## config.mk

```make
export PLATFORM = sky130hd
export DESIGN_NAME = btn_event
export DESIGN_NICKNAME = d
export VERILOG_FILES = /design/src/rtl/btn_event.sv
export SDC_FILE = /design/constraint.sdc
export NUM_CORES = 1
export LEC_CHECK = 0
export BUFFER_PORTS_ARGS = -buffer_cell sky130_fd_sc_hd__buf_2
export CAP_MARGIN = 30
export CORE_MARGIN = 3
export CORE_UTILIZATION = 60
export CTS_CLUSTER_DIAMETER = 50
export CTS_CLUSTER_SIZE = 30
export DETAILED_ROUTE_END_ITERATION = 8
export PLACE_DENSITY = 0.85
export SLEW_MARGIN = 20
export SYNTH_ARGS = -nofsm -noshare
export SYNTH_HDL_FRONTEND = slang
export SYNTH_SLANG_ARGS = --single-unit
```

## constraint.sdc

```tcl
create_clock -name clk -period 6.88 [get_ports clk]
set_input_delay 0 -clock clk [delete_from_list [all_inputs] [get_ports clk]]
set_output_delay 0 -clock clk [all_outputs]
set_load 0.03 [all_outputs]
```

## src/rtl/btn_event.sv

```systemverilog
// Button event classifier: debounced active-low level in, one-cycle click / double_click / long_press strobes out.
// All outputs registered (one cycle after the deciding sample); `define BTN_AUTOREPEAT_EN adds repeat_pulse while held.
module btn_event #(
  parameter int unsigned CNT_W         = 24,
  parameter int unsigned LONG_CYCLES   = 12_000_000,
  parameter int unsigned GAP_CYCLES    = 6_000_000,
  parameter int unsigned REPEAT_CYCLES = 2_400_000
) (
  input  logic clk,
  input  logic rst_n,
  input  logic btn_level,
  output logic pressed,
  output logic click,
  output logic double_click,
  output logic long_press,
  output logic repeat_pulse
);

  typedef enum logic [2:0] {
    IDLE,
    PRESS1,
    WAIT2,
    PRESS2,
    LONG
  } state_t;

  localparam logic [CNT_W-1:0] LONG_C = CNT_W'(LONG_CYCLES);
  localparam logic [CNT_W-1:0] GAP_C  = CNT_W'(GAP_CYCLES);

  // A cycle count that does not fit the counter would silently truncate.
  if (((64'(LONG_CYCLES) >> CNT_W) != 0) || ((64'(GAP_CYCLES) >> CNT_W) != 0) ||
      ((64'(REPEAT_CYCLES) >> CNT_W) != 0)) begin : g_cfg_err
    $error("btn_event: cycle parameter does not fit in CNT_W bits");
  end

  state_t           state;
  logic             armed;
  logic [CNT_W-1:0] cnt;
  logic [CNT_W-1:0] cnt_inc;

  assign cnt_inc = (&cnt) ? cnt : cnt + CNT_W'(1);

`ifdef BTN_AUTOREPEAT_EN
  localparam logic [CNT_W-1:0] REPEAT_C = CNT_W'(REPEAT_CYCLES);
`else
  assign repeat_pulse = 1'b0;
`endif

  always_ff @(posedge clk or negedge rst_n) begin
    if (!rst_n) begin
      state        <= IDLE;
      armed        <= 1'b0;
      cnt          <= '0;
      pressed      <= 1'b0;
      click        <= 1'b0;
      double_click <= 1'b0;
      long_press   <= 1'b0;
`ifdef BTN_AUTOREPEAT_EN
      repeat_pulse <= 1'b0;
`endif
    end else begin
      click        <= 1'b0;
      double_click <= 1'b0;
      long_press   <= 1'b0;
`ifdef BTN_AUTOREPEAT_EN
      repeat_pulse <= 1'b0;
`endif
      // A button held through reset stays invisible until its first release.
      pressed <= armed & ~btn_level;
      if (btn_level) armed <= 1'b1;

      case (state)
        IDLE: begin
          if (armed && !btn_level) begin
            state <= PRESS1;
            cnt   <= CNT_W'(1);
          end
        end
        PRESS1: begin
          if (!btn_level) begin
            if (cnt_inc >= LONG_C) begin
              long_press <= 1'b1;
              state      <= LONG;
              cnt        <= '0;
            end else begin
              cnt <= cnt_inc;
            end
          end else begin
            state <= WAIT2;
            cnt   <= CNT_W'(1);
          end
        end
        WAIT2: begin
          // A second press takes priority over the window closing on the same sample.
          if (!btn_level) begin
            state <= PRESS2;
            cnt   <= '0;
          end else if (cnt_inc >= GAP_C) begin
            click <= 1'b1;
            state <= IDLE;
            cnt   <= '0;
          end else begin
            cnt <= cnt_inc;
          end
        end
        PRESS2: begin
          if (btn_level) begin
            double_click <= 1'b1;
            state        <= IDLE;
            cnt          <= '0;
          end else begin
            cnt <= cnt_inc;
          end
        end
        LONG: begin
          if (btn_level) begin
            state <= IDLE;
            cnt   <= '0;
          end else begin
`ifdef BTN_AUTOREPEAT_EN
            if (cnt_inc >= REPEAT_C) begin
              repeat_pulse <= 1'b1;
              cnt          <= '0;
            end else begin
              cnt <= cnt_inc;
            end
`else
            cnt <= cnt;
`endif
          end
        end
        default: begin
          state <= IDLE;
          cnt   <= '0;
        end
      endcase
    end
  end

endmodule

```

Word level (Yosys, flattened, before mapping) --
Index checks and enable logic that the tools add are counted.
Storage, ports and cells: flip-flop bits (word level) 32, word-level logic and storage cells 52
Cells by class: reductions and logical operators 7, equality and inequality tests 9, add/subtract/negate cells 1, $lt $le $gt $ge 2, bitwise logic cells 2, muxes and demuxes 24
Operators with widths (number):
- $mux W24 | 8
- $pmux W24 S5 | 1
- $add A24 B1 Y24 const B | 1
- $ge A24 B23 Y1 const B | 1
- $ge A24 B24 Y1 const B | 1
- $reduce_and A24 Y1 | 1
- $mux W3 | 6
- $pmux W3 S4 | 1
- $mux W1 | 8
- $eq A3 B2 Y1 const B | 2
- $ne A3 B3 Y1 const B | 2
- $ne A2 B2 Y1 const B | 2
- $reduce_and A4 Y1 | 1
- $eq A3 B1 Y1 const B | 1
- $eq A3 B3 Y1 const B | 1
- $logic_not A3 Y1 | 1
- $ne A2 B1 Y1 const B | 1
- $reduce_and A2 Y1 | 1
- $reduce_or A2 Y1 | 1
- $and A1 B1 Y1 | 1
- $logic_and A1 B1 Y1 | 1
- $logic_not A1 Y1 | 1
- $not A1 Y1 | 1

Longest topological paths before layout --
word-level depth 6, mapped depth 14, depth with buffers taken out 11

Worst setup path before layout --
Ideal clock, no wire load.
path type register to register, start point reg cnt[0], end point reg cnt[13], arrival 3050 ps, buffers on the path 3, cell stages (with the launch flop) 15, path slack 3706 ps, library setup time 124 ps, cell sequence dfrtp_1 -> ha_1 -> buf_2 -> nand3_2 -> or2_1 -> buf_2 -> o21ai_1 -> or4_1 -> a2111oi_4 -> o2111ai_2 -> a31o_1 -> o21bai_4 -> buf_6 -> nor2_1 -> a211o_1
Between the ends: word-level cells in the longest chain between the ends 6, elaborated cells between the ends (all ways) 11, those cells by class add/sub (1); order compare (2); mux (7); reduce/logical (1)
RTL lines:
- start: declaration | RTL line 38 | logic [CNT_W-1:0] cnt;
- start signal: assignment | RTL line 86 | cnt <= cnt_inc;
- start signal: assignment | RTL line 103 | cnt <= cnt_inc;
- start signal: assignment | RTL line 112 | cnt <= cnt_inc;
- $add A24 B1 Y24 or $reduce_and A24 Y1 (tied branches) | RTL line 41 | assign cnt_inc = (&cnt) ? cnt : cnt + CNT_W'(1);
- $mux W24 (*) | RTL line 41
- $ge A24 B23 Y1 or $ge A24 B24 Y1 (tied branches) | RTL line 98, 81
- $mux W24 (on tied branches) | RTL line 98, 81
- $mux W24 (on tied branches) | RTL line 95, 80
- $pmux W24 S5 (*) | RTL line 72 | case (state)
Mark *: on every way between the ends. The rest lies on a longest branch, timed or not. A chain may end at the register's enable or synchronous reset.

Worst setup path after layout --
start point reg cnt[0], end point reg cnt[14]
The elaborated chain is that of the path after synthesis.

==> results_dict.tcl <==
set metrics [dict create \
    portBuffers 6 \
    synth_cell_types 67 \
    max_freq_ghz 0.266 \
    layout-drive-gt1-share 0.113 \
    fin_worst_hold_slack_ps 21.7 \
    clk_pin_slew_worst_paths_ps 70 \
    dr.first_iter.drc_count 224 \
    power.density_nw_per_um2 169 \
    status "finished clean" \
    ios 8 \
    worstSetupEndpointType "register" \
    final_common_cell "nand2_1" \
    synth_largest_area_cell "dfrtp_1" \
    dr_wl_met2_um 2660 \
    setup_viol 0 \
    area_growth_pct 1.59 \
    antenna_found_initial 0 \
    routed_wl_um 5690 \
    synthXorXnorAreaFrac 0.0466 \
    cp.buffers_inverters 0 \
    synth_top_family_by_area "simple AND/OR/NAND/NOR gates" \
    dp_hpwl_um 3930 \
    ys_ff_latch 32 \
    syn-num-nets 289 \
    yosysWarningCount 0 \
    cts-root-buf "clkbuf_8" \
    synthTopCellsByArea "dfrtp_1 (33%), nand2_1 (5.2%), nand3_1 (2.9%)" \
    yosys_most_used_dff "dfrtp_1" \
    path_cells "ha_1 -> nand3_2 -> or2_1 -> o21ai_1 -> or4_1 -> a2111oi_4 -> o2111ai_2 -> a31o_1 -> o21bai_4 -> nor2_1 -> a211o_1" \
    diodes 0 \
    cts_max_level 2 \
    worstPathArrival_ps 3920 \
    cap_viol_max_count 0 \
    tightest_slew_ps 769 \
    clk_path_buf_depth 2 \
    grt_start_max_net_pins 33 \
    dieArea_um2 4870 \
    syn_area_per_cell_um2 8.57 \
    setup_tns_ps 0 \
    wl_met1_um 2640 \
    critPathTopFamily "compound AO/OA/AOI/OAI gates" \
    grt_pass1_vias 1998 \
    stdcell_area_um2 2480 \
    final_nets 278 \
    rsz0062_at_grt "no" \
    synth-edff-count 0 \
    hp-class "in -> reg" \
    min_period_over_period 0.546 \
    hold_viol_final 0 \
    grt_pass1_wl_um 9580 \
    drc 0 \
    async_flop_share 1.00 \
    p_leak_nw 0.960 \
    core-area_um2 3800 \
    synthMuxAreaShare 0.00870 \
    wl_per_cell_um 17.6 \
    fin_skew_ps 6.25 \
    clkPwrFrac 0.361 \
    post_cts_buffers 0 \
    p_seq_frac 0.503 \
    finalCriticalPeriod_ps 3760 \
    syn-cell-area_um2 2440 \
    crit_required_ps 7050 \
    cp_slowest_cell "or4_1" \
    stdcell_count 323 \
    die_x_um 69.8 \
    dr.pass1.iters 4 \
    clock_latency_ps 280 \
    ant_nets 0 \
    vias 2200 \
    grt_usage 0.240 \
    p_sw_frac 0.296 \
    p_int_mw 0.295 \
    cts_sinks 32 \
    top_layer "met4" \
    crit_fanout 30 \
    yosys.area_share.simple 0.285 \
    grt_overflow_total 0 \
    wl_met3_um 321 \
    switching_power_mw 0.124 \
    relSlewSlack 0.485 \
    placed_area_um2 2380 \
    ys_seq_area_frac 0.328 \
    synthAdderAreaFrac 0.00512 \
    rows 22 \
    finalWeightedCongestion 0.945 \
    ir_drop_uv 215 \
    final_util 0.653 \
    crit_type "reg -> reg" \
    slew_violations 0 \
    cts_tree "built" \
    synth-compound-area-share 0.254 \
    dp.cells 314 \
    cts_buffers 5 \
    final_cell_mix "nand2_1 (34), dfrtp_1 (32), nor2_1 (15), nor3_1 (14), nand3_1 (14)" \
    critPathLaunchType "register" \
    die_y_um 69.8 \
    pwr-share-comb 0.136 \
    yosysTopAreaCellShare 0.328 \
    start_util 0.643 \
    vias_per_cell 6.81 \
    critPathMaxStageDelay_ps 580 \
    synthCells 285 \
]
[final timing paths]
| kind | startpoint | end | slack [ps] | depth (start not counted) |
|---|---|---|---|---|
| setup / recovery | cnt[0] | cnt[14] | 3120 | 11 |
| hold / removal | btn_level | state[2] | 20 | 2 |
| setup reg to reg | cnt[0] | cnt[14] | 3120 | 11 |
| hold reg to reg | armed | armed | 520 | 1 |
| max in group asynchronous | rst_n | cnt[1] | 6120 | 2 |
| min in group asynchronous | rst_n | cnt[16] | 300 | 2 |
[power by group through the flow]
stage | Combinational (mW) | Sequential (mW) | Clock [mW]
6_report | 0.0569 | 0.211 | 0.151
5_1_grt | 0.0629 | 0.212 | 0.162
4_1_cts | 0.0565 | 0.210 | 0.154
3_5_place_dp | 0.0559 | 0.214 | 0
3_3_place_gp | 0.0535 | 0.213 | 0
2_1_floorplan | 0.0469 | 0.210 | 0
[cells by family after synthesis]
group / count (synthesis)
multiplexers: 2
other: 1
AND/OR/NAND/NOR: 126
flip-flops: 32
buffers and inverters: 30
adder cells (fa/ha/maj): 1
XOR/XNOR: 13
AO/OA/AOI/OAI: 80
[per-stage QoR]
stage	power, mW	setup slack, ps
floorplan	0.257	3710
global placement	0.266	3270
detailed placement	0.270	3180
CTS	0.420	3160
global route	0.437	2820
finish	0.419	3120
[cell type report]
cell class	count	area [µm²]
multi-input cells	223	1470
clock buffers	6	82.6
inverters	5	18.8
fillers	336	1320
repair buffers	7	40.0
flip-flops and latches	32	801
clock inverters	2	10.0
well taps	48	60.1
[cells in the mapped netlist (3+ instances only)]
cell type,n
nand2_1,34
o21a_1,6
o21ai_1,5
o31ai_1,3
and3_1,4
a211oi_1,5
buf_2,8
buf_6,5
o21ai_0,13
nor3_1,14
nand2b_1,3
nand3_1,14
nor2_1,15
nand4_1,7
o2111ai_1,3
xnor2_1,7
buf_4,3
and4_1,5
nor2b_1,3
xor2_1,6
a211o_1,5
clkbuf_1,8
a21oi_1,10
dfrtp_1,32
inv_1,5
nor4_1,4
or3_1,3
o22ai_1,4
[flip-flops by register name, summed over array words and instances (netlist names)]
signal        cells
pressed           1
long_press        1
armed             1
double_click      1
click             1
state             3
cnt              24
[metal layers]
layer  track usage  vias up
li1              -     1043
met4        0.0723        0
met3        0.0275        6
met1         0.346     1064
met5             0        -
met2         0.377       87
[worst reg2reg max path: stages, from the launching register on]
cell	delay [ps]
dfrtp_1	430
ha_1	340
nand3_2	150
or2_1	260
o21ai_1	130
or4_1	580
a2111oi_4	370
o2111ai_2	180
a31o_1	250
o21bai_4	550
nor2_1	120
a211o_1	290
[timing repair]
action | 4_1_cts | 5_1_grt
resized for setup | 0 | 0
hold endpoints to repair | 32 | 0
hold buffers | 1 | 0
Note: power is estimated with default switching activity, not from simulation.
